### src/rtl/gpio_irq_ctrl_pkg.sv
// Shared GPIO interrupt definitions: pin count, trigger-type encodings and
// the per-pin event decode used by the interrupt controller.
`ifndef GPIO_PIN_NUM
`define GPIO_PIN_NUM 8
`endif
`ifndef GPIO_INT_LVL_HI
`define GPIO_INT_LVL_HI 2'b00
`endif
`ifndef GPIO_INT_LVL_LO
`define GPIO_INT_LVL_LO 2'b01
`endif
`ifndef GPIO_INT_RISE
`define GPIO_INT_RISE 2'b10
`endif
`ifndef GPIO_INT_FALL
`define GPIO_INT_FALL 2'b11
`endif

package gpio_irq_ctrl_pkg;

  // Trigger type, encoded as {INTTYPE1, INTTYPE0}.
  typedef enum logic [1:0] {
    INT_LVL_HI = `GPIO_INT_LVL_HI,
    INT_LVL_LO = `GPIO_INT_LVL_LO,
    INT_RISE   = `GPIO_INT_RISE,
    INT_FALL   = `GPIO_INT_FALL
  } int_type_e;

  localparam int unsigned SYNC_STAGES_MIN = 2;

  // Event for one pin given its filtered value and that value one cycle ago.
  function automatic logic detect_event(input int_type_e typ,
                                        input logic filt,
                                        input logic filt_prev);
    logic evt;
    evt = 1'b0;
    case (typ)
      INT_LVL_HI: evt = filt;
      INT_LVL_LO: evt = ~filt;
      INT_RISE:   evt = filt & ~filt_prev;
      INT_FALL:   evt = ~filt & filt_prev;
      default:    evt = 1'b0;
    endcase
    return evt;
  endfunction

endpackage

### src/rtl/gpio_pin_filter.sv
// One pad input: metastability synchroniser, debounce counter, filtered
// value and its one-cycle delayed copy for edge detection.
module gpio_pin_filter
  import gpio_irq_ctrl_pkg::*;
#(
  parameter int unsigned SYNC_STAGES = 2,
  parameter int unsigned DEB_W       = 8
) (
  input  logic             clk_i,
  input  logic             rst_i,
  input  logic             pad_i,
  input  logic [DEB_W-1:0] deb_cnt_i,
  output logic             filt_o,
  output logic             filt_prev_o
);

  // Depth below the minimum is clamped so the chain is always at least two flops.
  localparam int unsigned STAGES = (SYNC_STAGES < SYNC_STAGES_MIN) ? SYNC_STAGES_MIN : SYNC_STAGES;

  logic [STAGES-1:0] sync_q, sync_d;
  logic [DEB_W-1:0]  cnt_q, cnt_d;
  logic              filt_q, filt_d;
  logic              filt_prev_q;
  logic              sync;

  assign sync = sync_q[STAGES-1];

  // Next state: shift the pad into the chain; commit sync to filt only after
  // deb_cnt_i+1 consecutive differing cycles. cnt tops out at the largest
  // possible threshold, so it cannot wrap.
  always_comb begin
    sync_d = {sync_q[STAGES-2:0], pad_i};
    filt_d = filt_q;
    cnt_d  = cnt_q;
    if (sync == filt_q) begin
      cnt_d = '0;
    end else if (cnt_q >= deb_cnt_i) begin
      filt_d = sync;
      cnt_d  = '0;
    end else begin
      cnt_d = cnt_q + DEB_W'(1);
    end
  end

  // State registers; reset also discards any debounce in progress.
  always_ff @(posedge clk_i) begin
    if (rst_i) begin
      sync_q      <= '0;
      cnt_q       <= '0;
      filt_q      <= 1'b0;
      filt_prev_q <= 1'b0;
    end else begin
      sync_q      <= sync_d;
      cnt_q       <= cnt_d;
      filt_q      <= filt_d;
      filt_prev_q <= filt_q;
    end
  end

  assign filt_o      = filt_q;
  assign filt_prev_o = filt_prev_q;

endmodule

### src/rtl/gpio_irq_ctrl.sv
// GPIO input conditioning and interrupt controller: per-pin filtering,
// level/edge event detection, sticky clear-on-read status and a single irq.
module gpio_irq_ctrl
  import gpio_irq_ctrl_pkg::*;
#(
  parameter int unsigned GPIO_NUM    = `GPIO_PIN_NUM,
  parameter int unsigned SYNC_STAGES = 2,
  parameter int unsigned DEB_W       = 8
) (
  input  logic                clk_i,
  input  logic                rst_i,
  input  logic [GPIO_NUM-1:0] gpio_in_i,
  input  logic [GPIO_NUM-1:0] inten_i,
  input  logic [GPIO_NUM-1:0] inttype0_i,
  input  logic [GPIO_NUM-1:0] inttype1_i,
  input  logic [DEB_W-1:0]    deb_cnt_i,
  input  logic                stat_rd_i,
  output logic [GPIO_NUM-1:0] gpio_in_o,
  output logic [GPIO_NUM-1:0] stat_o,
  output logic                irq_o
);

  logic [GPIO_NUM-1:0] filt_w, filt_prev_w;
  logic [GPIO_NUM-1:0] evt, stat_q, stat_d;
  logic                irq_q;

  for (genvar g = 0; g < GPIO_NUM; g++) begin : g_pin
    gpio_pin_filter #(
      .SYNC_STAGES(SYNC_STAGES),
      .DEB_W      (DEB_W)
    ) u_filter (
      .clk_i      (clk_i),
      .rst_i      (rst_i),
      .pad_i      (gpio_in_i[g]),
      .deb_cnt_i  (deb_cnt_i),
      .filt_o     (filt_w[g]),
      .filt_prev_o(filt_prev_w[g])
    );
  end

  // Event decode per pin, then status update. A set wins over a
  // simultaneous read-clear so no event is lost.
  always_comb begin
    evt = '0;
    for (int i = 0; i < GPIO_NUM; i++) begin
      evt[i] = detect_event(int_type_e'({inttype1_i[i], inttype0_i[i]}),
                            filt_w[i], filt_prev_w[i]);
    end
    stat_d = (stat_q & ~{GPIO_NUM{stat_rd_i}}) | (evt & inten_i);
  end

  // Sticky status and a registered irq so the interrupt line never glitches.
  always_ff @(posedge clk_i) begin
    if (rst_i) begin
      stat_q <= '0;
      irq_q  <= 1'b0;
    end else begin
      stat_q <= stat_d;
      irq_q  <= |stat_d;
    end
  end

  assign gpio_in_o = filt_w;
  assign stat_o    = stat_q;
  assign irq_o     = irq_q;

endmodule

### config.mk
export PLATFORM = sky130hd
export DESIGN_NAME = gpio_irq_ctrl
export DESIGN_NICKNAME = d
export VERILOG_FILES = /design/src/rtl/gpio_irq_ctrl_pkg.sv /design/src/rtl/gpio_pin_filter.sv /design/src/rtl/gpio_irq_ctrl.sv
export SDC_FILE = /design/constraint.sdc
export NUM_CORES = 1
export LEC_CHECK = 0
export ABC_AREA = 0
export CAP_MARGIN = 40
export CORE_UTILIZATION = 53
export CTS_BUF_LIST = sky130_fd_sc_hd__clkbuf_4
export CTS_CLUSTER_DIAMETER = 50
export DETAILED_ROUTE_END_ITERATION = 12
export HOLD_SLACK_MARGIN = 0.02
export PLACE_DENSITY = 0.77
export SLEW_MARGIN = 20
export SYNTH_ARGS = -nofsm -noshare
export SYNTH_HDL_FRONTEND = slang
export SYNTH_SLANG_ARGS = --single-unit
### constraint.sdc
create_clock -name clk_i -period 1.9 [get_ports clk_i]
set_clock_uncertainty 0.15 [all_clocks]
set_input_delay 0.38 -clock clk_i [delete_from_list [all_inputs] [get_ports clk_i]]
set_output_delay 0.38 -clock clk_i [all_outputs]
set_load 0.03 [all_outputs]
After elaboration in Yosys (flattened, before gate mapping)

Index checks and enable logic that the tools add are counted.

Register bits after elaboration: 105
Input bits: 43
Output and inout port bits: 17
Logic and storage cells: 159

Add/sub/neg operators: 8
Magnitude comparators: 8
Eq/ne operators: 32
Multiplexer cells: 8
Bitwise logic cells: 44
Reductions and logical operators: 25

Operator list:

| cell                                                                   | count |
|---|---|
| 8-bit by 1-bit adder with 8-bit output (second input constant)         | 8 |
| 8-bit greater-or-equal comparator                                      | 8 |
| 2-bit equality test (second input constant)                            | 16 |
| 1-bit one-hot mux with 4 select lines                                  | 8 |
| 1-bit NOT                                                              | 24 |
| 3-bit OR reduction                                                     | 8 |
| 1-bit AND                                                              | 16 |
| 8-bit AND                                                              | 2 |
| 2-bit by 1-bit equality test with 1-bit output (second input constant) | 8 |
| 2-bit zero test                                                        | 8 |
| 2-bit AND reduction                                                    | 8 |
| 1-bit equality test                                                    | 8 |
| 8-bit NOT                                                              | 1 |
| 8-bit OR                                                               | 1 |
| 8-bit OR reduction                                                     | 1 |

Logic depth before layout (Yosys ltp)

Depth in word-level cells: 6
Mapped depth: 7
Gate-level depth less buffers: 7

Hierarchy

From an unflattened synthesis, not the netlist that was laid out.

Cell total of the unflattened synthesis: 626
Area, all modules: 6018.3 um2

By module, submodules not included:

| module          | times used | cells an instance | area each (um2) | sequential area each (um2) |
|---|---|---|---|---|
| gpio_pin_filter | 8          | 69                | 680.7           | 240.2 |
| gpio_irq_ctrl   | 1          | 74                | 573.0           | 180.2 |

Worst setup path before layout

OpenSTA, ideal clock, no wires.

Path type: in2reg
Start point: in deb_cnt_i[5]
End point: reg g_pin[1].u_filter.cnt_q[5]
Library setup time: 0.062 ns
Data arrival time: 1.863 ns
Data required time: 1.688 ns
Path slack: -0.174 ns
Stages on the path: 7
Path buffers: 0
Path through: inv_1 -> ha_1 -> a21o_1 -> a21o_1 -> a2111o_1 -> a21o_4 -> nor2b_2

Cells in the longest elaborated chain, start to end: 2

Ends and longest elaborated chain:

| element                             | RTL line              | source |
|---|---|---|
| start, declared                     | gpio_irq_ctrl.sv:16   | `input logic [DEB_W-1:0] deb_cnt_i,` |
| 8-bit greater-or-equal comparator   | gpio_pin_filter.sv:37 | `end else if (cnt_q >= deb_cnt_i) begin` |
| 3-bit OR reduction (no source line) | --                    |  |
| end signal, assigned                | gpio_pin_filter.sv:54 | `cnt_q <= cnt_d;` |
| end, declared                       | gpio_pin_filter.sv:21 | `logic [DEB_W-1:0] cnt_q, cnt_d;` |

Every way passes these cells.
A chain may end at the register's enable or synchronous reset.

Worst setup path after layout

Start point: reg g_pin[7].u_filter.cnt_q[5]
End point: reg g_pin[7].u_filter.cnt_q[0]

Cells in the longest elaborated chain, start to end: 2

Ends and longest elaborated chain:

| element                             | RTL line |
|---|---|
| start, declared                     | gpio_pin_filter.sv:21 |
| start signal, assigned              | gpio_pin_filter.sv:54 |
| 8-bit greater-or-equal comparator   | gpio_pin_filter.sv:37 |
| 3-bit OR reduction (no source line) | -- |

Every way passes these cells.

==> results.sh <==
export IMPL_p_per_area_mw_per_mm2=494
export IMPL_period_share=1.07
export IMPL_start_util=0.553
export IMPL_hold_class="primary input to register"
export IMPL_die_x_um=104
export IMPL_portBuffers=59
export IMPL_drc=0
export IMPL_crit_path_max_fanout=8
export IMPL_dr_total_vias=5143
export IMPL_ant_nets=0
export IMPL_htree_levels=3
export IMPL_final_hold_violation_count=0
export IMPL_coreArea_mm2=0.00991
export IMPL_syn_inst=586
export IMPL_clkSlewWorstSetupHoldPaths_ns=0.17
export IMPL_worstSetupPathType="register to register"
export IMPL_final_layout_size_suffix_gt1_frac=0.391
export IMPL_setup_viol=43
export IMPL_violations="setup timing"
export IMPL_grt_pass1_wl_um=24400
export IMPL_startpoint_type="register"
export IMPL_hold_buffers=0
export IMPL_wirelength_um=17900
export IMPL_num_fill_cells=522
export IMPL_grt_overflow=0
export IMPL_clock_sinks=105
export IMPL_gp_congestion=0.812
export IMPL_antenna_found_initial=0
export IMPL_clkLatencyLatePin_ns=0.50
export IMPL_ys_warn_count=0
export IMPL_drt_iter0_markers=269
export IMPL_hpwlAfterDp_um=9990
export IMPL_fin_ws_ns=-0.130
export IMPL_cp_required_ns=2.18
export IMPL_synth_cell_types=33
export IMPL_layout_common_cells="85 x dfxtp_1, 85 x buf_4, 41 x ha_4"
export IMPL_io_pins=60
export IMPL_drv_cap=0
export IMPL_viasPerCell=5.85
export IMPL_syn_area_mm2=0.00548
export IMPL_synth_edff_count=0
export IMPL_die_h_um=104
export IMPL_maxSlewHeadroom=0.705
export IMPL_cp_end_kind="register"
export IMPL_ys_dominant_reg_cell="dfxtp_1"
export IMPL_cts_root_buf="clkbuf_4"
export IMPL_drv_slew=0
export IMPL_async_flop_share=0
export IMPL_cts_tree="yes"
export IMPL_syn_avg_cell_area_um2=9.35
export IMPL_wl_per_cell_um=20.4
export IMPL_num_rows=36
export IMPL_grt_use_total=0.288
export IMPL_tightest_slew_ns=0.443
export IMPL_numCtsBuffers=9
export IMPL_final_util=0.817
export IMPL_yosys_register_bits=105
export IMPL_status="complete, but fails checks"
export IMPL_cp_arrival_ns=2.31
export IMPL_fmax_ghz=0.493
export IMPL_syn_num_nets=701
export IMPL_synthToLayoutAreaGrowth_pct=47.7
export IMPL_fin_crit_ns=2.03
export IMPL_pre_cts_ws_ns=-1.09
export IMPL_grt_setup_unrepaired="true"
export IMPL_firstDrtPassIters=6
export IMPL_grt_pass1_vias=5084
export IMPL_tns_ns=-2.53
export IMPL_ctsLongestPathBuffers=2
export IMPL_vdd_ir_drop_max_v=0.000520
export IMPL_static_leakage_power_nw=3.38
export IMPL_antennaDiodeCount=0
export IMPL_dieArea_mm2=0.0107
export IMPL_grt_max_degree=20
export IMPL_seq_area_frac_synth=0.384
export IMPL_fin_nets=856
-- cells in the mapped netlist, types with 9 or more instances --
cell type / instances / share of area
a21o_1: 17 / 0.023
nand2b_1: 16 / 0.018
o21ai_0: 9 / 0.0082
xor2_1: 35 / 0.056
dfxtp_1: 105 / 0.38
xnor2_1: 21 / 0.034
nand3_1: 32 / 0.029
nor2_1: 69 / 0.047
nor2b_1: 40 / 0.046
inv_1: 33 / 0.023
a21oi_1: 31 / 0.028
ha_1: 72 / 0.16
and3_1: 11 / 0.013
nand2_1: 22 / 0.015
and4_1: 9 / 0.014
-- state kept, by name (all words and copies together), names as in the netlist --
name / cells
g_pin.u_filter.filt_prev_o: 8
g_pin.u_filter.sync_q: 16
g_pin.u_filter.filt_o: 8
stat_o: 8
irq_o: 1
g_pin.u_filter.cnt_q: 64
-- cells by family after synthesis --
family	count (synthesis)	synth area share
muxes	8	0.0164
xor gates and xnor gates	56	0.0895
adders and majority gates	72	0.164
buffers and inverters	46	0.0370
AOI/OAI and AO/OA	93	0.118
and+or+nand+nor	206	0.191
DFF	105	0.384
-- layer usage --
| metal | wire length (um) | global-route usage | share of wire |
|---|---|---|---|
| met5 | 0 | 0 | 0 |
| met4 | 1120 | 0.158 | 0.063 |
| met3 | 1110 | 0.0573 | 0.062 |
| met2 | 9110 | 0.537 | 0.51 |
| met1 | 6570 | 0.302 | 0.37 |
-- worst max-delay path, stage by stage (launching register included) --
cell and delay [ns]:
dfxtp_2 0.39, ha_4 0.20, a21o_1 0.16, a21o_1 0.21, a2111o_1 0.48, a21o_4 0.27
nor2_2 0.10
-- worst paths after layout --
kind,startpoint,end,slack [ns],depth (start not counted)
worst max-delay path,g_pin[7].u_filter.cnt_q[5],g_pin[7].u_filter.cnt_q[0],-0.13,6
worst min-delay path,rst_i,g_pin[6].u_filter.sync_q[0],0.16,2
worst max register to register,g_pin[7].u_filter.cnt_q[5],g_pin[7].u_filter.cnt_q[0],-0.13,6
worst min register to register,g_pin[5].u_filter.sync_q[0],g_pin[5].u_filter.sync_q[1],0.30,1
-- report_power, final --
group | internal (mW) | leakage (nW) | switching, mW | total [mW]
Clock | 0.289 | 0.0632 | 0.793 | 1.08
Sequential | 2.23 | 0.861 | 0.0180 | 2.25
Combinational | 0.342 | 2.45 | 0.322 | 0.665
Total | 2.86 | 3.38 | 1.13 | 4.00
-- per-stage QoR --
step	power (mW)	instances	cell area [um2]	hold slack, ns
2_1_floorplan	2.49	586	5480	0.264
3_3_place_gp	2.72	842	6740	0.267
3_5_place_dp	2.75	842	6740	0.279
4_1_cts	3.87	872	7610	0.137
5_1_grt	4.14	879	8090	0.143
6_report	4.00	879	8090	0.155
-- timing repair --
item | 4_1_cts | 5_1_grt
setup endpoints to repair | 89 | 79
setup buffers | 14 | 7
endpoints found under the hold margin | 0 | 0
pin swaps | 44 | 64
resized for setup | 135 | 106
-- cell type report --
cell class,count,area [um2],area share
repair buffers,157,1380,0.170
inverters,33,124,0.0153
flip-flops and latches,105,2130,0.263
clock inverters,6,42.5,0.00526
clock buffers,10,75.1,0.00928
well taps,133,166,0.0206
multi-input cells,435,4180,0.516
Power figures use the tool's default switching activity.
